File: src/rtl/mem_stage_sram_pkg.sv
// Shared widths, FSM encoding and the SRAM half-word address helper
// for the memory-access pipeline stage.
package mem_stage_sram_pkg;

   localparam int SRAM_ADDR_LEN             = 18;
   localparam int SRAM_DATA_LEN             = 16;
   localparam int REGISTER_FILE_LEN         = 32;
   localparam int REGISTER_FILE_ADDRESS_LEN = 4;

   typedef enum logic [1:0] {
      MEM_IDLE = 2'd0,
      MEM_LOW  = 2'd1,
      MEM_HIGH = 2'd2,
      MEM_DONE = 2'd3
   } mem_state_e;

   // Word offset bits [18:2] select the 32-bit word; the half bit picks the 16-bit lane.
   function automatic logic [SRAM_ADDR_LEN-1:0] sram_half_addr(
      input logic [SRAM_ADDR_LEN-2:0] word_off,
      input logic                     half
   );
      return {word_off, half};
   endfunction

endpackage

File: src/rtl/mem_stage_sram_sram_controller.sv
// Two-phase 16-bit SRAM access engine: FSM, wait counter, request latches,
// registered SRAM pins and low-half read capture.
module sram_controller
   import mem_stage_sram_pkg::*;
#(
   parameter int WAIT_CYCLES = 3,
   parameter int BASE_ADDR   = 1024
) (
   input  logic                         clk,
   input  logic                         rst,
   input  logic                         mem_r_en,
   input  logic                         mem_w_en,
   input  logic [REGISTER_FILE_LEN-1:0] addr,
   input  logic [REGISTER_FILE_LEN-1:0] wdata,
   input  logic [SRAM_DATA_LEN-1:0]     sram_rdata,
   output logic [SRAM_ADDR_LEN-1:0]     sram_addr,
   output logic [SRAM_DATA_LEN-1:0]     sram_wdata,
   output logic                         sram_we_n,
   output logic [SRAM_DATA_LEN-1:0]     lo_data,
   output logic                         rd_commit,
   output logic                         ready
);

   localparam logic [3:0]                   WAIT_LAST = 4'(WAIT_CYCLES - 1);
   localparam logic [REGISTER_FILE_LEN-1:0] BASE      = REGISTER_FILE_LEN'(BASE_ADDR);

   mem_state_e                  state_reg;
   logic [3:0]                  cnt_reg;
   logic [SRAM_ADDR_LEN-2:0]    word_reg;
   logic [SRAM_DATA_LEN-1:0]    data_hi_reg;
   logic                        write_reg;
   logic                        read_reg;
   logic [SRAM_DATA_LEN-1:0]    lo_reg;
   logic [SRAM_ADDR_LEN-1:0]    sram_addr_reg;
   logic [SRAM_DATA_LEN-1:0]    sram_wdata_reg;
   logic                        sram_we_n_reg;

   logic [REGISTER_FILE_LEN-1:0] off_next;
   logic                         unused_off_bits;

   // Full 32-bit subtraction so a borrow from the ignored low bits still reaches [18:2].
   assign off_next        = addr - BASE;
   assign unused_off_bits = ^{off_next[31:19], off_next[1:0]};

   always_ff @(posedge clk) begin
      if (!rst) begin
         state_reg      <= MEM_IDLE;
         cnt_reg        <= '0;
         word_reg       <= '0;
         data_hi_reg    <= '0;
         write_reg      <= 1'b0;
         read_reg       <= 1'b0;
         lo_reg         <= '0;
         sram_addr_reg  <= '0;
         sram_wdata_reg <= '0;
         sram_we_n_reg  <= 1'b1;
      end else begin
         case (state_reg)
            MEM_IDLE: begin
               if (mem_r_en || mem_w_en) begin
                  state_reg      <= MEM_LOW;
                  cnt_reg        <= WAIT_LAST;
                  word_reg       <= off_next[18:2];
                  data_hi_reg    <= wdata[31:16];
                  write_reg      <= mem_w_en;
                  read_reg       <= mem_r_en & ~mem_w_en;
                  sram_addr_reg  <= sram_half_addr(off_next[18:2], 1'b0);
                  sram_we_n_reg  <= ~mem_w_en;
                  sram_wdata_reg <= mem_w_en ? wdata[15:0] : '0;
               end
            end
            MEM_LOW: begin
               if (cnt_reg == 4'd0) begin
                  state_reg      <= MEM_HIGH;
                  cnt_reg        <= WAIT_LAST;
                  sram_addr_reg  <= sram_half_addr(word_reg, 1'b1);
                  sram_wdata_reg <= write_reg ? data_hi_reg : '0;
                  if (read_reg) begin
                     lo_reg <= sram_rdata;
                  end
               end else begin
                  cnt_reg <= cnt_reg - 4'd1;
               end
            end
            MEM_HIGH: begin
               if (cnt_reg == 4'd0) begin
                  state_reg      <= MEM_DONE;
                  sram_we_n_reg  <= 1'b1;
                  sram_wdata_reg <= '0;
               end else begin
                  cnt_reg <= cnt_reg - 4'd1;
               end
            end
            default: begin
               state_reg <= MEM_IDLE;
            end
         endcase
      end
   end

   assign sram_addr  = sram_addr_reg;
   assign sram_wdata = sram_wdata_reg;
   assign sram_we_n  = sram_we_n_reg;
   assign lo_data    = lo_reg;
   // High half is taken straight off the bus on the last HIGH cycle.
   assign rd_commit  = (state_reg == MEM_HIGH) && (cnt_reg == 4'd0) && read_reg;
   assign ready      = (state_reg == MEM_DONE);

endmodule

File: src/rtl/mem_stage_sram.sv
// MEM-access pipeline stage: stalls the pipeline during SRAM accesses,
// injects bubbles while frozen and holds the last load result.
module mem_stage_sram
   import mem_stage_sram_pkg::*;
#(
   parameter int WAIT_CYCLES = 3,
   parameter int BASE_ADDR   = 1024
) (
   input  logic                                 clk,
   input  logic                                 rst,
   input  logic                                 wb_en_in,
   input  logic                                 mem_r_en_in,
   input  logic                                 mem_w_en_in,
   input  logic [REGISTER_FILE_LEN-1:0]         alu_res_in,
   input  logic [REGISTER_FILE_LEN-1:0]         val_rm_in,
   input  logic [REGISTER_FILE_ADDRESS_LEN-1:0] dest_in,
   output logic                                 wb_en_out,
   output logic                                 mem_r_out,
   output logic [REGISTER_FILE_LEN-1:0]         alu_res_out,
   output logic [REGISTER_FILE_LEN-1:0]         mem_res_out,
   output logic [REGISTER_FILE_ADDRESS_LEN-1:0] dest_out,
   output logic                                 freeze,
   output logic [SRAM_ADDR_LEN-1:0]             sram_addr,
   output logic [SRAM_DATA_LEN-1:0]             sram_wdata,
   input  logic [SRAM_DATA_LEN-1:0]             sram_rdata,
   output logic                                 sram_we_n
);

   logic                     ready;
   logic                     rd_commit;
   logic [SRAM_DATA_LEN-1:0] lo_data;
   logic [SRAM_DATA_LEN-1:0] res_half_reg  [2];
   logic [SRAM_DATA_LEN-1:0] res_half_next [2];

   sram_controller #(
      .WAIT_CYCLES (WAIT_CYCLES),
      .BASE_ADDR   (BASE_ADDR)
   ) u_ctrl (
      .clk        (clk),
      .rst        (rst),
      .mem_r_en   (mem_r_en_in),
      .mem_w_en   (mem_w_en_in),
      .addr       (alu_res_in),
      .wdata      (val_rm_in),
      .sram_rdata (sram_rdata),
      .sram_addr  (sram_addr),
      .sram_wdata (sram_wdata),
      .sram_we_n  (sram_we_n),
      .lo_data    (lo_data),
      .rd_commit  (rd_commit),
      .ready      (ready)
   );

   assign freeze      = (mem_r_en_in | mem_w_en_in) & ~ready;
   assign wb_en_out   = wb_en_in & ~freeze;
   assign mem_r_out   = mem_r_en_in & ~freeze;
   assign alu_res_out = alu_res_in;
   assign dest_out    = dest_in;

   assign res_half_next[0] = lo_data;
   assign res_half_next[1] = sram_rdata;

   // Both halves update together so a partial load is never visible.
   generate
      for (genvar gi = 0; gi < 2; gi++) begin : g_res_half
         always_ff @(posedge clk) begin
            if (!rst) begin
               res_half_reg[gi] <= '0;
            end else if (rd_commit) begin
               res_half_reg[gi] <= res_half_next[gi];
            end
         end
      end
   endgenerate

   assign mem_res_out = {res_half_reg[1], res_half_reg[0]};

endmodule

File: config.mk
export PLATFORM = sky130hd
export DESIGN_NAME = mem_stage_sram
export DESIGN_NICKNAME = d
export VERILOG_FILES = /design/src/rtl/mem_stage_sram_pkg.sv /design/src/rtl/mem_stage_sram_sram_controller.sv /design/src/rtl/mem_stage_sram.sv
export SDC_FILE = /design/constraint.sdc
export NUM_CORES = 1
export LEC_CHECK = 0
export ABC_AREA = 0
export CAP_MARGIN = 40
export CORE_MARGIN = 2
export CORE_UTILIZATION = 40
export CTS_BUF_LIST = sky130_fd_sc_hd__clkbuf_16
export DETAILED_ROUTE_END_ITERATION = 6
export PLACE_DENSITY = 0.73
export SYNTH_ARGS = -nofsm -noshare
export SYNTH_HDL_FRONTEND = slang
export SYNTH_SLANG_ARGS = --single-unit
File: constraint.sdc
create_clock -name clk -period 6.26 [get_ports clk]
set_clock_uncertainty 0.2 [all_clocks]
set_input_delay 0.939 -clock clk [delete_from_list [all_inputs] [get_ports clk]]
set_output_delay 0.939 -clock clk [all_outputs]
set_load 0.01 [all_outputs]
==> results.yml, run 1 <==
outcome:
  status: "completed"
die:
  die_y_um: 120.0
  start_util_pct: 40.78
  fp.dieArea_um2: 14390
  io_pins: 195
  core_area_um2: 13190
  row_count: 42
  fp.dieW_um: 120.0
worst_setup_path:
  ff2ff_setup_slack_ns: 3.51
  worstPathRequired_ns: 5.12
  worst_setup_path_end_kind: "output pin"
  critical_path.startpoint_type: "input pin"
  crit-reg2reg-launch: "u_ctrl.cnt_reg[0]"
  r2r_end: "u_ctrl.sram_wdata[15]"
  path_class: "in -> out"
  critPathMaxStageDelay_ns: 0.55
  cp_max_fo: 6
  cp_slowest_cell: "clkdlybuf4s50_1"
  crit_arrival_ns: 2.47
  critical_path.cell_chain: "clkdlybuf4s50_1, nor2_1, nor2_1, nor2b_1, clkdlybuf4s50_1"
  rr_worst_depth: 7
final_layout:
  largest_reg_flops: 32
  layout-drive-gt1-share_pct: 9.658
  post-route-util_pct: 56.03
  stdcell_area_um2: 7391
  area_growth_pct: 37.40
  n_antenna_cell: 0
  fin_nets: 755
synthesis:
  synthTopCellsByCount: "92 x dfxtp_1, 70 x nand2_1, 58 x nor2_1"
  synth_edf_count: 32
  syn_area_um2: 5379
  yosys_warnings: 0
  synthMostInstantiatedCell: "dfxtp_1"
  netlist_instances: 548
  postSynth.asyncResetShare_pct: 0
  synth_area_per_cell_um2: 9.816
  netlist_top_cells_area: "dfxtp_1 34%, edfxtp_1 18%, buf_4 5.4%"
  ys_seq_area_share_pct: 52.11
  synth_top_area_share_pct: 34.24
  synthesis.nets: 643
  yosys.cell_types.count: 51
  synth_seq_cells: 124
  ys.flop_type: "dfxtp_1"
  synth.largest_area_cell: "dfxtp_1"
detailed_routing:
  routed_wl_um: 12900
  drtAntennaViolNets: 0
  drtIter0Drc: 244
  drc_errors: 0
  wl_per_cell_um: 15.19
  num_vias: 4201
  first_pass_iters: 4
  via_per_inst: 4.948
place:
  hpwl_um: 8719
  io_buffers: 156
  dpl_cell_area_um2: 6802
  place_congestion: 0.7996
power_and_ir_drop:
  peakVddDrop_mv: 0.1866
  p_leak_nw: 2.875
  powerDensity_nw_per_um2: 438.6
  finalPower_mw: 3.241
global_routing:
  globalRouteOverflowTotal: 0
  antenna_found_initial: 0
  grt_max_degree: 55
  grt_pass1_wl_um: 21270
  grt_pass1_vias: 4208
  track_usage_pct: 18.45
cts:
  cts_inserted_buffers: 17
  h-tree-depth: 4
  cts_tree: "done"
  clock_sinks: 124
  hold_buffers: 0
  ctsRootBufferMaster: "clkbuf_16"
  cts_resized: 0
  post-cts-setup-buffer-count: 0
  clk_pin_slew_ns: 0.06
  cts_buffer_depth: 2
  clk_latency_ns: 0.40
sta:
  finalMaxSlewViolations: 0
  min_period_over_period_pct: 57.65
  setup_violations: 0
  fmax_mhz: 277.1
  hold_viol: 0
  max_slew_margin_pct: 49.34
  setup_tns_ns: 0
  rsz0062_at_grt: "false"
  fin_crit_ns: 3.609
  worst_pin_slew_ns: 0.7575
worst_hold_path:
  min_to: "u_ctrl.data_hi_reg[5]"
  min-delay-start: "u_ctrl.data_hi_reg[5]"
  min_path_cells: 2
  hold_path_class: "reg -> reg"
run:
  cap_violations: 0
[power by group]
part	leakage (nW)	internal [mW]	switching, mW	total [mW]
Sequential	1.09	1.01	0.102	1.11
Combinational	1.51	0.520	0.640	1.16
Clock	0.279	0.593	0.375	0.968
[metrics by stage]
stage | setup slack [ns] | instances | hold WS, ns
after floorplan | 3.764 | 548 | 0.2312
after global placement | 2.681 | 816 | 0.2384
after detailed placement | 2.645 | 817 | 0.2451
after CTS | 2.638 | 849 | 0.2532
after global routing | 2.563 | 849 | 0.2692
final | 2.651 | 849 | 0.2523
[metal layers]
layer | vias to the layer above | wire (µm) | GRT usage, %
li1 | 2090 | - | -
met1 | 1959 | 5746 | 23.39
met2 | 131 | 6247 | 30.26
met3 | 21 | 726 | 4.800
met4 | 0 | 174 | 6.765
met5 | - | 0 | 0
[final cells by class]
class | instances | area [µm²]
tap | 176 | 220.2
clock inverter | 15 | 163.9
timing repair buffer | 165 | 1633
clock buffer | 17 | 425.4
multi-input combinational | 344 | 2116
fill | 1099 | 5799
inverter | 8 | 30.03
sequential | 124 | 2803
[how the worst max path moves through the flow]
| stage | start | slack [ns] | to |
|---|---|---|---|
| floorplan | mem_w_en_in | 3.76 | wb_en_out |
| global placement | mem_r_en_in | 2.68 | wb_en_out |
| detailed placement | mem_r_en_in | 2.64 | wb_en_out |
| CTS | mem_r_en_in | 2.64 | wb_en_out |
| global route | mem_r_en_in | 2.56 | wb_en_out |
| finish | mem_r_en_in | 2.65 | wb_en_out |
[kinds of logic after synthesis]
family	Yosys count	share of synthesized area, %
and+or+nand+nor	196	17.07
DFF	124	52.11
AOI/OAI and AO/OA	108	14.54
buffers and inverters	80	8.676
muxes	29	5.397
adders and majority gates	6	1.396
xor gates and xnor gates	5	0.8143
[worst max-delay path: cells and delay by family]
kind          cells  cell delay, ns
simple gates      3            0.45
buf+inv           2            1.08
[cell usage in the layout (no fill, tap or decap), drive strengths merged, types with 2 or more instances in the layout]
| master | synthesis | final |
|---|---|---|
| ha | 6 | 6 |
| nor3b | 3 | 3 |
| bufinv | 0 | 2 |
| nand3b | 2 | 2 |
| a22oi | 17 | 17 |
| nor3 | 5 | 5 |
| nor2b | 4 | 4 |
| and2 | 34 | 34 |
| o2111ai | 2 | 2 |
| a21oi | 35 | 35 |
| xnor2 | 3 | 3 |
| a211oi | 28 | 28 |
| edfxtp | 32 | 32 |
| nand4 | 3 | 3 |
| nand2 | 70 | 70 |
| o221ai | 3 | 3 |
| dfxtp | 92 | 92 |
| clkinv | 0 | 4 |
| o31ai | 3 | 3 |
| buf | 48 | 9 |
| mux2i | 29 | 29 |
| nand3 | 3 | 3 |
| inv | 8 | 13 |
| clkinvlp | 0 | 4 |
| xor2 | 2 | 2 |
| nor2 | 61 | 61 |
| o21ai | 13 | 13 |
| clkbuf | 24 | 17 |
| nand2b | 3 | 3 |
| nor4 | 2 | 2 |
| clkdlybuf4s50 | 0 | 156 |
Power figures use the tool's default switching activity.
==> inputs of run 2 (changes only) <==
--- a/config.mk
+++ b/config.mk
@@ -11,7 +11,7 @@
 export CORE_UTILIZATION = 40
 export CTS_BUF_LIST = sky130_fd_sc_hd__clkbuf_16
 export DETAILED_ROUTE_END_ITERATION = 6
-export PLACE_DENSITY = 0.73
+export PLACE_DENSITY = 0.76
 export SYNTH_ARGS = -nofsm -noshare
 export SYNTH_HDL_FRONTEND = slang
 export SYNTH_SLANG_ARGS = --single-unit
==> constraint.sdc (replaced) <==
create_clock -name clk -period 3.3 [get_ports clk]
set_clock_uncertainty 0.2 [all_clocks]
set_input_delay 0.495 -clock clk [delete_from_list [all_inputs] [get_ports clk]]
set_output_delay 0.495 -clock clk [all_outputs]
set_load 0.01 [all_outputs]
==> run 2 against run 1 <==
Effect of this change:
- worst setup slack got worse by 2.0 ns
- register-to-register slack worse by 2.6 ns
- core utilization is 0.50 points higher
- combinational power up 90%
- first-iteration DRC count down 2.5%
- critical path type is now reg -> out
==> results.yml, run 2 (synthesized netlist as in run 1, its figures left out) <==
detailed_routing:
  wl_per_cell_um: 14.98
  routed_wl_um: 12750
  drtIter0Drc: 238
  first_pass_iters: 5
  num_vias: 4306
  drc_errors: 0
  via_per_inst: 5.060
  drtAntennaViolNets: 0
run:
  cap_violations: 0
sta:
  finalMaxSlewViolations: 0
  hold_viol: 0
  worst_pin_slew_ns: 0.6992
  fmax_mhz: 374.4
  max_slew_margin_pct: 53.18
  setup_violations: 0
  fin_hold_ws_ns: 0.2542
  fin_crit_ns: 2.671
  min_period_over_period_pct: 80.93
  setup_tns_ns: 0
  rsz0062_at_grt: "false"
worst_setup_path:
  critical_path.cell_chain: "ha_1, nor2_1, nor2b_1, clkdlybuf4s50_1"
  crit_arrival_ns: 1.98
  worstPathRequired_ns: 2.60
  cp_max_fo: 8
  critPathMaxStageDelay_ns: 0.55
  cp_slowest_cell: "clkdlybuf4s50_1"
  worst_setup_path_end_kind: "output pin"
  path_class: "reg -> out"
  critical_path.startpoint_type: "flip-flop"
cts:
  ctsRootBufferMaster: "clkbuf_16"
  cts_buffer_depth: 2
  h-tree-depth: 4
  hold_buffers: 0
  cts_resized: 0
  clock_sinks: 124
  cts_tree: "done"
  clk_pin_slew_ns: 0.05
  clk_latency_ns: 0.40
  cts_inserted_buffers: 17
  post-cts-setup-buffer-count: 0
global_routing:
  grt_pass1_vias: 4272
  globalRouteOverflowTotal: 0
  track_usage_pct: 18.14
  antenna_found_initial: 0
  grt_max_degree: 52
  grt_pass1_wl_um: 20680
final_layout:
  num-fill-cells: 1126
  layout_common_cells: "156 x clkdlybuf4s50_1, 92 x dfxtp_1, 70 x nand2_1, 58 x nor2_1, 35 x a21oi_1"
  largest_reg_flops: 32
  post-route-util_pct: 56.54
  layout-drive-gt1-share_pct: 9.481
  fin_nets: 757
  area_growth_pct: 38.64
  final_common_cell: "clkdlybuf4s50_1"
  n_antenna_cell: 0
power_and_ir_drop:
  p_sw_mw: 2.049
  pwr-share-comb_pct: 35.1
  p_leak_nw: 2.926
  powerDensity_nw_per_um2: 843.3
  p_seq_share_pct: 33.7
  p_clk_share_pct: 31.3
  internal_power_mw: 4.239
  swShare_pct: 32.59
  peakVddDrop_mv: 0.4364
place:
  place_congestion: 0.7960
  io_buffers: 156
  hpwl_um: 8877
die:
  fp.dieW_um: 120.0
  fp.dieArea_um2: 14390
  start_util_pct: 40.78
  core_area_um2: 13190
  row_count: 42
  io_pins: 195
  die_y_um: 120.0
outcome:
  status: "completed"
worst_hold_path:
  hold_path_class: "reg -> reg"
## run 2: layout make-up
type / count / area (µm²) / area share (%)
sequential: 124 / 2803 / 37.58
multi-input combinational: 344 / 2116 / 28.37
timing repair buffer: 167 / 1657 / 22.21
clock buffer: 17 / 425.4 / 5.705
tap: 176 / 220.2 / 2.953
clock inverter: 15 / 206.4 / 2.768
inverter: 8 / 30.03 / 0.4027
## run 2: routing by layer
metal	share of wire [%]	vias to the layer above	wire length, µm	track usage (%)
li1	-	2085	-	-
met1	41	2054	5252	21.11
met2	51	141	6564	32.03
met3	6.1	26	780	5.323
met4	1.2	0	152	5.588
met5	0	-	0	0
## run 2: final timing paths
path / start / slack, ns / endpoint / depth (start not counted)
max: u_ctrl.state_reg[0] / 0.63 / wb_en_out / 4
min: u_ctrl.word_reg[6] / 0.25 / u_ctrl.word_reg[6] / 2
max reg2reg: u_ctrl.state_reg[0] / 0.90 / u_ctrl.sram_wdata[14] / 7
min reg2reg: u_ctrl.word_reg[6] / 0.25 / u_ctrl.word_reg[6] / 2
## run 2: critical path, delay by kind of cell, from the launching register on
family | cells | cell delay, ns
adder cells (fa/ha/maj) | 1 | 0.40
AND/OR/NAND/NOR | 2 | 0.24
flip-flops | 1 | 0.39
buffers and inverters | 1 | 0.55
## run 2: stage by stage
stage,instances,setup slack (ns),power [mW],instance area (µm²)
4_1_cts,851,0.6208,6.337,7457
2_1_floorplan,548,0.9189,3.542,5379
3_5_place_dp,819,0.6411,4.343,6825
5_1_grt,851,0.5136,6.628,7457
6_report,851,0.6293,6.288,7457
3_3_place_gp,819,0.6688,4.268,6825
## run 2: power groups by stage
stage / Sequential (mW) / Clock (mW) / Combinational, mW
2_1_floorplan: 2.20 / 0 / 1.34
3_3_place_gp: 2.13 / 0 / 2.14
3_5_place_dp: 2.14 / 0 / 2.20
4_1_cts: 2.12 / 2.00 / 2.22
5_1_grt: 2.16 / 2.07 / 2.40
6_report: 2.12 / 1.97 / 2.20
==> inputs of run 3 (changes only) <==
==> constraint.sdc (replaced) <==
create_clock -name clk -period 2.2 [get_ports clk]
set_clock_uncertainty 0.2 [all_clocks]
set_input_delay 0.33 -clock clk [delete_from_list [all_inputs] [get_ports clk]]
set_output_delay 0.33 -clock clk [all_outputs]
set_load 0.01 [all_outputs]
==> run 3 against run 2 <==
Effect of this change:
- first-iteration DRC count shrank 2.1%
- die area is the same
- clock power grew 42%
- non-clock buffer count grew 23
- highest routed layer unchanged
==> results.yml, run 3 (synthesized netlist as in run 1, its figures left out) <==
outcome:
  status: "completed"
worst_hold_path:
  min_to: "u_ctrl.word_reg[11]"
  min_path_cells: 2
  min-delay-start: "u_ctrl.word_reg[11]"
  hold_path_class: "reg -> reg"
worst_setup_path:
  critical_path.startpoint_type: "flip-flop"
  cp_max_fo: 16
  worstPathRequired_ns: 2.26
  worst_setup_path_end_kind: "flip-flop"
  rr_worst_depth: 7
  critPathMaxStageDelay_ns: 0.42
  ff2ff_setup_slack_ns: 0.05
  crit_arrival_ns: 2.21
  cp_slowest_cell: "or3b_4"
  crit-reg2reg-launch: "u_ctrl.cnt_reg[0]"
  critical_path.cell_chain: "inv_1, ha_2, or3b_4, a211oi_4, buf_4, clkbuf_16, a211oi_2"
  r2r_end: "u_ctrl.sram_wdata[8]"
  path_class: "reg -> reg"
cts:
  clk_latency_ns: 0.41
  clock_sinks: 124
  cts_tree: "done"
  h-tree-depth: 4
  cts_inserted_buffers: 17
  hold_buffers: 0
  ctsRootBufferMaster: "clkbuf_16"
  clk_pin_slew_ns: 0.05
  cts_buffer_depth: 2
global_routing:
  grt_max_degree: 49
  track_usage_pct: 18.93
  grt_pass1_wl_um: 21520
  antenna_found_initial: 0
  grt_pass1_vias: 4503
  globalRouteOverflowTotal: 0
detailed_routing:
  drc_errors: 0
  via_per_inst: 4.941
  num_vias: 4318
  drtAntennaViolNets: 0
  routed_wl_um: 13470
  wl_per_cell_um: 15.41
  drtIter0Drc: 233
  first_pass_iters: 5
final_layout:
  fin_nets: 780
  largest_reg_flops: 32
  n_antenna_cell: 0
  area_growth_pct: 42.82
  final_common_cell: "clkdlybuf4s50_1"
  layout_common_cells: "152 x clkdlybuf4s50_1, 91 x dfxtp_1, 69 x nand2_1, 58 x nor2_1, 35 x a21oi_1"
  num-fill-cells: 1104
  layout-drive-gt1-share_pct: 13.47
sta:
  fin_crit_ns: 2.150
  fmax_mhz: 465.0
  finalMaxSlewViolations: 0
  worst_pin_slew_ns: 0.6051
  fin_hold_ws_ns: 0.2510
  setup_slack_ns: 0.04964
  hold_viol: 0
  setup_violations: 0
  max_slew_margin_pct: 59.66
  min_period_over_period_pct: 97.74
die:
  start_util_pct: 40.78
  core_area_um2: 13190
  fp.dieW_um: 120.0
  io_pins: 195
  fp.dieArea_um2: 14390
  die_y_um: 120.0
  row_count: 42
place:
  dp_slack_ns: -0.1621
  place_congestion: 0.8268
  io_buffers: 156
  hpwl_um: 9400
power_and_ir_drop:
  peakVddDrop_mv: 0.6358
  powerDensity_nw_per_um2: 1259
  p_leak_nw: 3.059
run:
  cap_violations: 0
[run 3: worst max path at each step]
stage	from	end	slack, ns	cells past startpoint
final	u_ctrl.cnt_reg[0]	u_ctrl.sram_wdata[8]	0.05	7
after detailed placement	alu_res_in[10]	u_ctrl.sram_addr[15]	-0.16	8
after floorplan	u_ctrl.cnt_reg[0]	res_half_reg[0][0]	0.1	5
after global placement	mem_r_en_in	wb_en_out	-0.12	5
after CTS	u_ctrl.state_reg[1]	mem_r_out	0.005	3
after global routing	u_ctrl.cnt_reg[1]	u_ctrl.sram_addr[15]	-0.003	7
[run 3: power by group]
part	switching (mW)	internal [mW]
clock network	1.02	1.78
registers	0.284	2.88
logic	1.94	1.78
total	3.24	6.44
[run 3: layout make-up]
type	count	area (µm²)	area share, %
repair buffers	190	1896	24.67
flip-flops and latches	124	2804	36.50
well taps	176	220.2	2.866
clock buffers	17	425.4	5.537
clock inverters	15	173.9	2.264
multi-input cells	344	2133	27.77
inverters	8	30.03	0.3909
[run 3: stage by stage]
stage               instances  utilization, %    TNS, ns  area, µm²  total power [mW]
finish                    874           58.24          0       7682             9.676
CTS                       872           57.88          0       7635             9.616
global placement          840           53.34    -0.2826       7036             6.650
global route              874           58.24  -0.003781       7682             10.23
detailed placement        840           53.34    -0.6213       7036             6.775
floorplan                 548               -          0       5381             5.313
[run 3: repair_timing]
action	4_1_cts	5_1_grt
buffers inserted	0	1
resized for setup	5	4
gates cloned	0	1
pin swaps	0	1
endpoints found under the setup margin	3	19
[run 3: layer usage]
| metal | GRT usage (%) | share of wire, % | vias up |
|---|---|---|---|
| met2 | 31.61 | 50 | 142 |
| met1 | 22.17 | 43 | 2015 |
| li1 | - | - | 2128 |
| met4 | 9.191 | 2.2 | 0 |
| met3 | 5.608 | 5.2 | 33 |
| met5 | 0 | 0 | - |
[run 3: worst max-delay path: cells and delay by family, from the launching register on]
| kind | cells | cell delay [ns] |
|---|---|---|
| AOI/OAI and AO/OA | 2 | 0.40 |
| and+or+nand+nor | 1 | 0.42 |
| adders and majority gates | 1 | 0.19 |
| DFF | 1 | 0.33 |
| buffers and inverters | 3 | 0.45 |
